### src/rtl/rv32i_types.sv
// rtl/rv32i_types.sv - shared types for the pmem line-port arbiter
package rv32i_types;

  typedef enum logic [2:0] {IDLE, BUSY_I, BUSY_D, RESP_I, RESP_D} arb_state_t;
  typedef enum logic {ICACHE, DCACHE} arb_src_t;

  localparam int LINE_W = 256;
  localparam int ADDR_W = 32;

endpackage

### src/rtl/mem_arb_pick.sv
// rtl/mem_arb_pick.sv - combinational requester pick for mem_arbiter
// MEM_ARBITER_RR_EN selects round-robin ties; otherwise D-cache has fixed priority.
module mem_arb_pick
  import rv32i_types::*;
(
  input  logic     i_req,
  input  logic     d_req,
  input  arb_src_t last_grant,
  output logic     grant_valid,
  output arb_src_t grant_src
);

  assign grant_valid = i_req | d_req;

`ifdef MEM_ARBITER_RR_EN
  always_comb begin
    if (i_req && d_req) begin
      grant_src = (last_grant == DCACHE) ? ICACHE : DCACHE;
    end else begin
      grant_src = d_req ? DCACHE : ICACHE;
    end
  end
`else
  logic w_unused_last;
  assign w_unused_last = (last_grant == DCACHE);

  always_comb begin
    grant_src = d_req ? DCACHE : ICACHE;
  end
`endif

endmodule

### src/rtl/mem_arbiter.sv
// rtl/mem_arbiter.sv - shares one pmem line port between I-cache and D-cache
// Tie policy selected by MEM_ARBITER_RR_EN (see mem_arb_pick).
module mem_arbiter #(
  parameter int LINE_W = rv32i_types::LINE_W,
  parameter int ADDR_W = rv32i_types::ADDR_W
) (
  input  logic              clk,
  input  logic              rst,
  input  logic              i_read,
  input  logic [ADDR_W-1:0] i_addr,
  output logic [LINE_W-1:0] i_rdata,
  output logic              i_resp,
  input  logic              d_read,
  input  logic              d_write,
  input  logic [ADDR_W-1:0] d_addr,
  input  logic [LINE_W-1:0] d_wdata,
  output logic [LINE_W-1:0] d_rdata,
  output logic              d_resp,
  output logic              pmem_read,
  output logic              pmem_write,
  output logic [ADDR_W-1:0] pmem_addr,
  output logic [LINE_W-1:0] pmem_wdata,
  input  logic [LINE_W-1:0] pmem_rdata,
  input  logic              pmem_resp
);
  import rv32i_types::*;

  arb_state_t        r_state, w_next_state;
  arb_src_t          r_last_grant;
  logic [ADDR_W-1:0] r_addr;
  logic [LINE_W-1:0] r_wdata;
  logic              r_dir_write;
  logic [LINE_W-1:0] r_i_rdata, r_d_rdata;
  logic              w_grant_valid;
  arb_src_t          w_grant_src;
  logic              w_grant;

  mem_arb_pick u_pick (
    .i_req       (i_read),
    .d_req       (d_read | d_write),
    .last_grant  (r_last_grant),
    .grant_valid (w_grant_valid),
    .grant_src   (w_grant_src)
  );

  assign w_grant = (r_state == IDLE) && w_grant_valid;

  always_comb begin
    w_next_state = r_state;
    case (r_state)
      IDLE:    if (w_grant_valid) w_next_state = (w_grant_src == DCACHE) ? BUSY_D : BUSY_I;
      BUSY_I:  if (pmem_resp) w_next_state = RESP_I;
      BUSY_D:  if (pmem_resp) w_next_state = RESP_D;
      RESP_I:  w_next_state = IDLE;
      RESP_D:  w_next_state = IDLE;
      default: w_next_state = IDLE;
    endcase
  end

  always_ff @(posedge clk or posedge rst) begin
    if (rst) begin
      r_state      <= IDLE;
      r_last_grant <= DCACHE;
      r_addr       <= '0;
      r_wdata      <= '0;
      r_dir_write  <= 1'b0;
      r_i_rdata    <= '0;
      r_d_rdata    <= '0;
    end else begin
      r_state <= w_next_state;
      if (w_grant) begin
        r_last_grant <= w_grant_src;
        r_addr       <= (w_grant_src == DCACHE) ? d_addr : i_addr;
        r_wdata      <= (w_grant_src == DCACHE) ? d_wdata : r_wdata;
        // a simultaneous read+write from the D-cache is served as the write
        r_dir_write  <= (w_grant_src == DCACHE) && d_write;
      end
      if (pmem_resp && !r_dir_write) begin
        if (r_state == BUSY_I) r_i_rdata <= pmem_rdata;
        if (r_state == BUSY_D) r_d_rdata <= pmem_rdata;
      end
    end
  end

  // strobes decode from the state register so reset removes them immediately
  assign pmem_read  = ((r_state == BUSY_I) || (r_state == BUSY_D)) && !r_dir_write;
  assign pmem_write = (r_state == BUSY_D) && r_dir_write;
  assign pmem_addr  = r_addr;
  assign pmem_wdata = r_wdata;
  assign i_resp     = (r_state == RESP_I);
  assign d_resp     = (r_state == RESP_D);
  assign i_rdata    = r_i_rdata;
  assign d_rdata    = r_d_rdata;

endmodule
### config.mk
export PLATFORM = sky130hd
export DESIGN_NAME = mem_arbiter
export DESIGN_NICKNAME = d
export VERILOG_FILES = /design/src/rtl/rv32i_types.sv /design/src/rtl/mem_arb_pick.sv /design/src/rtl/mem_arbiter.sv
export SDC_FILE = /design/constraint.sdc
export NUM_CORES = 1
export LEC_CHECK = 0
export CORE_AREA = 2 2 547 549
export CTS_CLUSTER_DIAMETER = 40
export DETAILED_ROUTE_END_ITERATION = 8
export DIE_AREA = 0 0 549 551
export GPL_ROUTABILITY_DRIVEN = 0
export SLEW_MARGIN = 20
export SYNTH_ARGS = -nofsm -noshare
export SYNTH_HDL_FRONTEND = slang
export SYNTH_SLANG_ARGS = --single-unit
export TNS_END_PERCENT = 30
### constraint.sdc
create_clock -name clk -period 44.6 [get_ports clk]
set_clock_uncertainty 0.15 [all_clocks]
set_input_delay 4.46 -clock clk [delete_from_list [all_inputs] [get_ports clk]]
set_output_delay 4.46 -clock clk [all_outputs]
set_load 0.01 [all_outputs]
==> flow_summary.ini <==
[cts]
ctsHtreeMaxLevel = 4
cts_tree = yes
cts_resized = 0
cts_root_buf = clkbuf_16
clk_pin_slew_ns = 0.05
clock_latency_ns = 0.79
clock_sinks = 804
cts_buffers = 166
post_cts_buffers = 0
cts-hold-fix-buffers = 0
max-clock-path-buffers = 4

[drt]
wl_per_cell_um = 29.9
drcViolationCount = 0
vias_per_cell = 3.11
drt_first_pass_iters = 4
finalWirelength_mm = 219
drt_iter0_drc = 1160
detail-route-antenna-nets = 0
vias = 22800

[global_routing]
grt-ovfl-total = 0
grt_max_degree = 157
antenna_found_initial = 196
grt_pass1_vias = 23700
grt_pass1_wl_mm = 270
grtUsageTotal_pct = 14.0

[die]
die_y_um = 551
start_util_pct = 10.2
io_pins = 1386
row_count = 200
dieArea_um2 = 302000
core_um2 = 296000
die_w_um = 549

[power]
power.leakage_nw = 21.8
max-vdd-ir-drop_uv = 44.9
p_per_area_nw_per_um2 = 81.7
power_w = 0.00445

[timing]
post-route-period-util_pct = 18.0
setup_viol = 0
relSlewSlack_pct = 21.6
finalSetupTns_ns = 0
rsz0062_at_grt = no
tightest_slew_ns = 1.18
hold_viol = 0
maxSlewViolCount = 0
timing.fmax_ghz = 0.124
fin_crit_ns = 8.05

[setup_path]
path_class = in2reg
crit_path_end_kind = flop
cp_slowest_cell = buf_4
arrival_ns = 8.58
max_stage_delay_ns = 0.78
cp_cell_sequence = clkdlybuf4s50_1, nand4b_4, buf_4, buf_4, buf_4, buf_4, mux2_2
critical_path_required_ns = 45.13
cp_max_fo = 63
start_kind = input port
reg2reg_setup_slack_ns = 40.02
crit_path_frequent_cell = buf_4

[synthesis]
synth-edff-count = 0
synth-seq-area-share_pct = 66.3
yosys_warnings = 0
avgSynthCellArea_um2 = 17.4
ys_async_sr_fraction_pct = 100
syn_inst = 1750
synth_flop_cell = dfrtp_1
netlist_area_um2 = 30400
ys_types = 23
ys_ff_latch = 804
synth_fp_nets = 2332

[flow_run]
drv_cap = 0

[cells_and_area]
drive_gt1_share_pct = 32.8
areaGrowthSynthToFinish_pct = 79.5
nets = 3816

[min_path]
hold_path_class = reg2reg

[status]
outcome = finished clean

[placement]
port_buffers = 1385
hpwl_mm = 191
[through the flow]
stage	hold WS (ns)	worst slack, ns	std cells	utilization, %	cell area [um2]
finish	0.341	36.55	7347	18.4	54500
global route	0.356	36.39	7314	18.4	54400
CTS	0.341	36.61	7306	18.4	54400
detailed placement	0.330	35.71	7005	16.4	48700
global placement	0.323	35.82	7005	16.4	48700
floorplan	0.375	17.41	1750	-	30400
[cells by family (layout without fill, tap and decap cells)]
logic type             Yosys count  after routing  synth area share (%)
multiplexers                   833            833                  30.9
flip-flops                     804            804                  66.3
buffers and inverters           94           1711                  2.39
AND/OR/NAND/NOR                 14             14                 0.342
AO/OA/AOI/OAI                    4              4                0.0906
XOR/XNOR                         1              1                0.0288
other                            0             41                     0
[cell usage after synthesis, types with 2 or more instances]
library cell    n  area share (%)
buf_6          26            0.96
mux2_1         40             1.5
buf_4          38            0.94
nor3_1          2           0.033
nor3_2          2           0.066
dfrtp_1       804              66
mux2_2        793              29
buf_2          29            0.48
and3_1          2           0.041
[layout make-up]
| cell class | instances | area (um2) |
|---|---|---|
| fillers | 32100 | 242000 |
| flip-flops and latches | 804 | 20100 |
| repair buffers | 1409 | 14100 |
| multi-input cells | 852 | 9560 |
| well taps | 3939 | 4930 |
| clock buffers | 196 | 4380 |
| clock inverters | 105 | 1330 |
| diodes | 41 | 103 |
| inverters | 1 | 11.3 |
[sequential cells by signal, indices dropped and copies added (netlist names)]
name / cells
d_rdata: 256
i_rdata: 256
pmem_wdata: 256
pmem_addr: 32
r_state: 3
r_dir_write: 1
[metal layers]
metal  up-vias  GRT usage, %  share of wire, %  wire (um)
li1       9342             -                 -          -
met1     11400          14.1                34      75500
met2      1395          21.6                43      95200
met3       527          10.7                17      37600
met4       160          5.37               4.6      10000
met5         -         0.547              0.46       1020
[power by group]
group	internal, W	leakage (nW)	switching (W)
Clock	0.000822	2.75	0.000449
Combinational	0.000970	9.15	0.000904
Sequential	0.00109	9.87	0.000217
[worst max-delay path, delay by kind of cell]
kind                   cells  cell delay [ns]
and+or+nand+nor            1             0.13
buffers and inverters      5             3.26
muxes                      1             0.42
[placed cells by master, fill, tap and decap left out, types with 2 or more instances in the layout]
master           netlist  layout
clkdlybuf4s50_1        0    1385
dfrtp_1              804     804
mux2_2               793     793
clkbuf_16              0     167
diode_2                0      41
mux2_1                40      40
inv_6                  0      23
clkinv_2               0      22
buf_4                 38      21
clkbuf_1               0      20
bufinv_16              0      19
clkinvlp_4             0      17
clkinv_4               0      16
clkbuf_8               0       9
clkinv_16              0       3
inv_16                 0       3
nor3_1                 2       2
and3_1                 2       2
clkinv_8               0       2
buf_12                 0       2
[worst paths after layout]
kind | start | end | cells past startpoint
worst max-delay path | pmem_resp | d_rdata[144] | 7
worst min-delay path | d_rdata[196] | d_rdata[196] | 1
worst max register to register | r_state[2] | d_rdata[144] | 7
worst min register to register | d_rdata[196] | d_rdata[196] | 1
max in group asynchronous | rst | pmem_wdata[219] | 5
min in group asynchronous | rst | d_rdata[132] | 2
Power figures use the tool's default switching activity.
